**src/rtl/ps2_pkg.sv**
```systemverilog
// Shared types and helpers for the buffered PS/2 receiver.
package ps2_pkg;

    typedef enum logic [1:0] {
        IDLE  = 2'd0,
        RX    = 2'd1,
        CHECK = 2'd2
    } ps2_rx_state_t;

    localparam int PS2_FRAME_BITS = 10;
    localparam int PS2_DATA_BITS  = 8;

    // PS/2 uses odd parity: data bits plus parity bit must hold an odd number of ones.
    function automatic logic ps2_odd_parity_ok(input logic [PS2_DATA_BITS-1:0] data,
                                               input logic parity);
        return ^{data, parity};
    endfunction

endpackage

```
**src/rtl/ps2_sync_fifo.sv**
```systemverilog
// Single-clock FIFO with a write-enable/full write side and a ready/valid read side.
module ps2_sync_fifo #(
    parameter int WIDTH = 8,
    parameter int DEPTH = 4
) (
    input  logic                         clk,
    input  logic                         reset,
    input  logic                         wr_en,
    input  logic [WIDTH-1:0]             wr_data,
    output logic                         full,
    input  logic                         rd_ready,
    output logic                         rd_valid,
    output logic [WIDTH-1:0]             rd_data,
    output logic [$clog2(DEPTH+1)-1:0]   count
);

    localparam int AW = $clog2(DEPTH);
    localparam int CW = $clog2(DEPTH+1);

    logic [WIDTH-1:0] mem [DEPTH];
    logic [AW-1:0]    wr_ptr_reg;
    logic [AW-1:0]    rd_ptr_reg;
    logic [CW-1:0]    count_reg;
    logic             rd_fire;
    logic             wr_fire;

    assign full     = (count_reg == CW'(DEPTH));
    assign rd_valid = (count_reg != '0);
    assign rd_fire  = rd_valid & rd_ready;
    // A write into a full FIFO is still accepted when the head leaves in the same cycle.
    assign wr_fire  = wr_en & (~full | rd_fire);
    assign rd_data  = rd_valid ? mem[rd_ptr_reg] : '0;
    assign count    = count_reg;

    always_ff @(posedge clk) begin
        if (wr_fire) begin
            mem[wr_ptr_reg] <= wr_data;
        end
    end

    // Power-of-two depth lets the pointers wrap naturally.
    always_ff @(posedge clk or negedge reset) begin
        if (!reset) begin
            wr_ptr_reg <= '0;
            rd_ptr_reg <= '0;
            count_reg  <= '0;
        end else begin
            if (wr_fire) begin
                wr_ptr_reg <= wr_ptr_reg + 1'b1;
            end
            if (rd_fire) begin
                rd_ptr_reg <= rd_ptr_reg + 1'b1;
            end
            case ({wr_fire, rd_fire})
                2'b10:   count_reg <= count_reg + 1'b1;
                2'b01:   count_reg <= count_reg - 1'b1;
                default: count_reg <= count_reg;
            endcase
        end
    end

endmodule

```
**src/rtl/ps2_rx_buffered.sv**
```systemverilog
// PS/2 device-to-host receiver: ps2c glitch filter, frame FSM with watchdog, output FIFO.
// Define PS2_RX_PARITY_CHECK_EN to reject frames with bad odd parity.
module ps2_rx_buffered
    import ps2_pkg::*;
#(
    parameter int FILTER_LEN     = 8,
    parameter int FIFO_DEPTH     = 4,
    parameter int TIMEOUT_CYCLES = 10000
) (
    input  logic                              clk,
    input  logic                              reset,
    input  logic                              ps2d,
    input  logic                              ps2c,
    input  logic                              rx_en,
    input  logic                              rd_ready,
    output logic                              rd_valid,
    output logic [PS2_DATA_BITS-1:0]          rd_data,
    output logic [$clog2(FIFO_DEPTH+1)-1:0]   fifo_count,
    output logic                              busy,
    output logic                              frame_err,
    output logic                              overflow
);

    localparam int TW = $clog2(TIMEOUT_CYCLES+1);

    logic [FILTER_LEN-1:0] filt_reg;
    logic                  level_reg;
    logic                  fall_reg;

    ps2_rx_state_t             state_reg, state_next;
    logic [3:0]                bit_cnt_reg, bit_cnt_next;
    logic [TW-1:0]             tcnt_reg, tcnt_next;
    logic [PS2_FRAME_BITS-1:0] sr_reg, sr_next;
    logic                      err_reg, err_next;
    logic                      ovf_reg, ovf_next;

    logic wr_en;
    logic fifo_full;
    logic rd_pop;
    logic parity_ok;
    logic frame_good;

    // Level register moves only on a unanimous window; fall is registered alongside it.
    always_ff @(posedge clk or negedge reset) begin
        if (!reset) begin
            filt_reg  <= '1;
            level_reg <= 1'b1;
            fall_reg  <= 1'b0;
        end else begin
            filt_reg <= {filt_reg[FILTER_LEN-2:0], ps2c};
            if (&filt_reg) begin
                level_reg <= 1'b1;
            end else if (~|filt_reg) begin
                level_reg <= 1'b0;
            end
            fall_reg <= level_reg & ~|filt_reg;
        end
    end

`ifdef PS2_RX_PARITY_CHECK_EN
    assign parity_ok = ps2_odd_parity_ok(sr_reg[7:0], sr_reg[8]);
`else
    logic unused_parity_bit;
    assign parity_ok         = 1'b1;
    assign unused_parity_bit = sr_reg[8];
`endif

    assign frame_good = sr_reg[9] & parity_ok;
    assign rd_pop     = rd_valid & rd_ready;

    always_ff @(posedge clk or negedge reset) begin
        if (!reset) begin
            state_reg   <= IDLE;
            bit_cnt_reg <= '0;
            tcnt_reg    <= '0;
            sr_reg      <= '0;
            err_reg     <= 1'b0;
            ovf_reg     <= 1'b0;
        end else begin
            state_reg   <= state_next;
            bit_cnt_reg <= bit_cnt_next;
            tcnt_reg    <= tcnt_next;
            sr_reg      <= sr_next;
            err_reg     <= err_next;
            ovf_reg     <= ovf_next;
        end
    end

    always_comb begin
        state_next   = state_reg;
        bit_cnt_next = bit_cnt_reg;
        tcnt_next    = tcnt_reg;
        sr_next      = sr_reg;
        err_next     = 1'b0;
        ovf_next     = 1'b0;
        wr_en        = 1'b0;
        case (state_reg)
            IDLE: begin
                if (fall_reg && rx_en) begin
                    if (!ps2d) begin
                        state_next   = RX;
                        bit_cnt_next = 4'(PS2_FRAME_BITS);
                        tcnt_next    = '0;
                    end else begin
                        err_next = 1'b1;
                    end
                end
            end
            RX: begin
                if (fall_reg) begin
                    sr_next      = {ps2d, sr_reg[PS2_FRAME_BITS-1:1]};
                    bit_cnt_next = bit_cnt_reg - 4'd1;
                    tcnt_next    = '0;
                    if (bit_cnt_reg == 4'd1) begin
                        state_next = CHECK;
                    end
                end else if (tcnt_reg == TW'(TIMEOUT_CYCLES - 1)) begin
                    // Device stalled mid-frame: abandon the partial byte.
                    err_next   = 1'b1;
                    tcnt_next  = '0;
                    state_next = IDLE;
                end else begin
                    tcnt_next = tcnt_reg + 1'b1;
                end
            end
            CHECK: begin
                if (frame_good) begin
                    if (!fifo_full || rd_pop) begin
                        wr_en = 1'b1;
                    end else begin
                        ovf_next = 1'b1;
                    end
                end else begin
                    err_next = 1'b1;
                end
                state_next = IDLE;
            end
            default: begin
                state_next = IDLE;
            end
        endcase
    end

    assign busy      = (state_reg != IDLE);
    assign frame_err = err_reg;
    assign overflow  = ovf_reg;

    ps2_sync_fifo #(
        .WIDTH (PS2_DATA_BITS),
        .DEPTH (FIFO_DEPTH)
    ) u_fifo (
        .clk      (clk),
        .reset    (reset),
        .wr_en    (wr_en),
        .wr_data  (sr_reg[PS2_DATA_BITS-1:0]),
        .full     (fifo_full),
        .rd_ready (rd_ready),
        .rd_valid (rd_valid),
        .rd_data  (rd_data),
        .count    (fifo_count)
    );

endmodule
```
**config.mk**
```make
export PLATFORM = sky130hd
export DESIGN_NAME = ps2_rx_buffered
export DESIGN_NICKNAME = d
export VERILOG_FILES = /design/src/rtl/ps2_pkg.sv /design/src/rtl/ps2_sync_fifo.sv /design/src/rtl/ps2_rx_buffered.sv
export SDC_FILE = /design/constraint.sdc
export NUM_CORES = 1
export LEC_CHECK = 0
export ABC_CLOCK_PERIOD_IN_PS = 2300
export BUFFER_PORTS_ARGS = -buffer_cell sky130_fd_sc_hd__buf_2
export CAP_MARGIN = 20
export CELL_PAD_IN_SITES_DETAIL_PLACEMENT = 1
export CELL_PAD_IN_SITES_GLOBAL_PLACEMENT = 1
export CORE_MARGIN = 4
export CORE_UTILIZATION = 45
export DETAILED_ROUTE_END_ITERATION = 16
export HOLD_SLACK_MARGIN = 0.1
export PLACE_DENSITY = 0.79
export SYNTH_ARGS = -nofsm -noshare
export SYNTH_HDL_FRONTEND = slang
export SYNTH_HIERARCHICAL = 1
export SYNTH_SLANG_ARGS = --single-unit
```
**constraint.sdc**
```tcl
create_clock -name clk -period 2.3 [get_ports clk]
set_input_delay 0.115 -clock clk [delete_from_list [all_inputs] [get_ports clk]]
set_output_delay 0.115 -clock clk [all_outputs]
set_load 0.02 [all_outputs]
```
==> flow_metrics.env <==
export IMPL_drt_total_wl_um=7230
export IMPL_drive_gt1_frac=0.301
export IMPL_worstSkewPairLatency_ps=350
export IMPL_grt_usage=0.166
export IMPL_grt_pass1_wl_um=12400
export IMPL_cp_data_required_time_ps=2580
export IMPL_drtAntennaViolNets=0
export IMPL_viasPerCell=5.39
export IMPL_p_per_area_nw_per_um2=893
export IMPL_die_h_um=97.2
export IMPL_setup_violations=0
export IMPL_post_route_util=0.522
export IMPL_dr_first_iter_drc_count=48
export IMPL_fillCellCount=799
export IMPL_fin_crit_ps=2190
export IMPL_clock_skew_ps=10.1
export IMPL_ys_seq_area_frac=0.614
export IMPL_cpMaxStageDelayCell="dfrtp_2"
export IMPL_vias=2178
export IMPL_fin_tns_setup_ps=0
export IMPL_core_area_sq_um=7730
export IMPL_nNetsFinal=312
export IMPL_dieWidth_um=97.2
export IMPL_ys_async_sr_fraction=0.605
export IMPL_syn_num_nets=282
export IMPL_root_buffer="clkbuf_8"
export IMPL_p_sw_mw=1.12
export IMPL_max_freq_mhz=457
export IMPL_dp_slack_ps=50.0
export IMPL_ys_flop_type="dfrtp_1"
export IMPL_slowest_delay_ps=430
export IMPL_p_leak_nw=1.68
export IMPL_p_total_mw=3.60
export IMPL_synth_cells=267
export IMPL_antenna_found_initial=0
export IMPL_diodes=0
export IMPL_path_class="flop to flop"
export IMPL_power_frac_comb=0.204
export IMPL_dieArea_sq_um=9450
export IMPL_ios=21
export IMPL_largest_reg_flops=32
export IMPL_cp_end_kind="flop"
export IMPL_start_util=0.463
export IMPL_drt_wirelength_per_cell_um=17.9
export IMPL_avgSynthCellArea_sq_um=13.4
export IMPL_row_count=32
export IMPL_seqCellArea_sq_um=2200
export IMPL_first_global_vias=2443
export IMPL_ys_seq_elements=81
export IMPL_port_buffers=20
export IMPL_syn_cell_area_sq_um=3580
export IMPL_stdcell_count=404
export IMPL_synth_distinct_cells=47
export IMPL_ir_drop_v=0.000315
export IMPL_syn_to_final_growth_pct=12.7
export IMPL_place_congestion=0.698
export IMPL_ctsLongestPathBuffers=2
export IMPL_drc=0
export IMPL_power_frac_clock=0.294
export IMPL_path_clk_slew_ps=90
export IMPL_final_common_cell="dfrtp_1"
export IMPL_numCtsBuffers=9
export IMPL_intPower_mw=2.48
export IMPL_layout_common_cells="dfrtp_1 (38), edfxtp_1 (32), buf_2 (20)"
export IMPL_switching_share=0.311
export IMPL_grt_max_degree=38
export IMPL_rsz0062_at_grt="false"
export IMPL_cts_max_level=3
export IMPL_fin_crit_sh=0.952
export IMPL_critPathLaunchType="flop"
export IMPL_finalHoldViolCount=0
export IMPL_crit_chain="or3_4 -> nand2_2 -> a21oi_1 -> o21a_4 -> inv_2 -> ha_4 -> inv_2 -> fa_2 -> xor2_1 -> nor2_1 -> xor2_1"
export IMPL_placed_cells=383
export IMPL_worst_path_max_fanout=4
export IMPL_tightest_slew_ps=833
export IMPL_maxSlewHeadroom=0.444
export IMPL_cts_tree="yes"
export IMPL_synth_edf_count=32
export IMPL_first_pass_iters=4
export IMPL_multi_input_area_sq_um=1270
export IMPL_hpwl_um=4930
export IMPL_maxCapViolations=0
export IMPL_rrSetupSlack_ps=110
export IMPL_yosys_warnings=6
export IMPL_hold_path_class="input pin to flop"
export IMPL_arrival_ps=2470
export IMPL_outcome="finished, final reports clean"
export IMPL_seqPwrFrac=0.502
export IMPL_maxSlewViolCount=0
export IMPL_grt_overflow=0
export IMPL_clock_sinks=81
export IMPL_fin_ws_ps=110
final cells by class:
| class | count | area share |
|---|---|---|
| Clock buffer | 9 | 0.0307 |
| Clock inverter | 7 | 0.0189 |
| Inverter | 11 | 0.0109 |
| Multi-Input combinational cell | 163 | 0.315 |
| Sequential cell | 81 | 0.545 |
| Tap cell | 102 | 0.0316 |
| Timing Repair Buffer | 31 | 0.0478 |
stage by stage:
stage	cell area, sq um	hold WS [ps]
finish	4040	115
CTS	4030	107
global route	4040	100
global placement	3780	221
detailed placement	3780	221
floorplan	3610	-181
logic make-up (layout without fill, tap and decap cells):
family          Yosys count  in the layout  synth area share
mux                      25             25             0.103
simple gates             83             83             0.127
compound gates           40             40            0.0706
flops                    81             81             0.614
fa+ha+maj                 9              9            0.0336
buf+inv                  23             58            0.0377
xor+xnor                  6              6            0.0147
synthesized netlist by cell type, types with 2 or more instances:
cell      instances  share of area
a22o_1            3         0.0073
nor4b_1           2         0.0049
buf_2             4         0.0056
o21bai_1          2         0.0042
buf_6             4          0.013
a21oi_1          12          0.017
and2_1            9          0.016
dfrtp_1          40           0.28
mux2_2           10          0.031
clkbuf_1          3         0.0031
and3_1            4         0.0070
inv_1            10          0.010
nand4_1           6          0.010
mux2i_1           6          0.017
xnor2_1           3         0.0073
edfxtp_1         32           0.27
nand2b_1          4         0.0070
xor2_1            3         0.0073
nor4_1            2         0.0035
a22oi_1           2         0.0042
o21ai_0           8          0.011
and2_2            4         0.0084
a31oi_1           8          0.014
nor3_1            3         0.0042
dfstp_2           9          0.066
mux4_2            8          0.050
nand3_1          10          0.014
ha_1              8          0.028
nand2_1          18          0.019
nor2_1           12          0.013
nor2b_1           2         0.0035
power by group through the flow:
stage                     registers [mW]  clock network [mW]  logic, mW
after global routing                1.84                1.17      0.818
after CTS                           1.81                1.09      0.750
final                               1.81                1.06      0.735
after detailed placement            1.84                   0      0.735
after global placement              1.82                   0      0.695
after floorplan                     1.77                   0      0.572
worst max-delay path, delay by kind of cell (launching register included):
family / cells / cell delay (ps)
xor gates and xnor gates: 2 / 300
adders and majority gates: 2 / 470
and+or+nand+nor: 3 / 610
buffers and inverters: 2 / 100
AOI/OAI and AO/OA: 2 / 210
DFF: 1 / 430
layer usage:
metal	GRT usage	vias up	part of all wire	routed length, um
met5	0	-	0	0
met4	0.0637	0	0.016	118
met3	0.0380	9	0.022	162
met2	0.294	29	0.54	3910
met1	0.197	1113	0.42	3040
li1	-	1027	-	-
path summary, 6_finish.rpt:
path,end,depth (start not counted),startpoint
max,u_fifo/count[2],11,u_fifo/count[1]
min,overflow,4,rd_ready
max reg2reg,u_fifo/count[2],11,u_fifo/count[1]
min reg2reg,filt_reg[5],0,filt_reg[4]
max in group asynchronous,sr_reg[7],3,reset
min in group asynchronous,frame_err,2,reset
timing repair:
item / in CTS / in global routing
hold buffers: 4 / 0
pin swaps: 0 / 3
endpoints found under the hold margin: 30 / 0
gates resized for setup: 1 / 1
setup buffers: 0 / 1
setup endpoints to repair: 1 / 1
No activity file was read; power rests on OpenSTA's default activity.
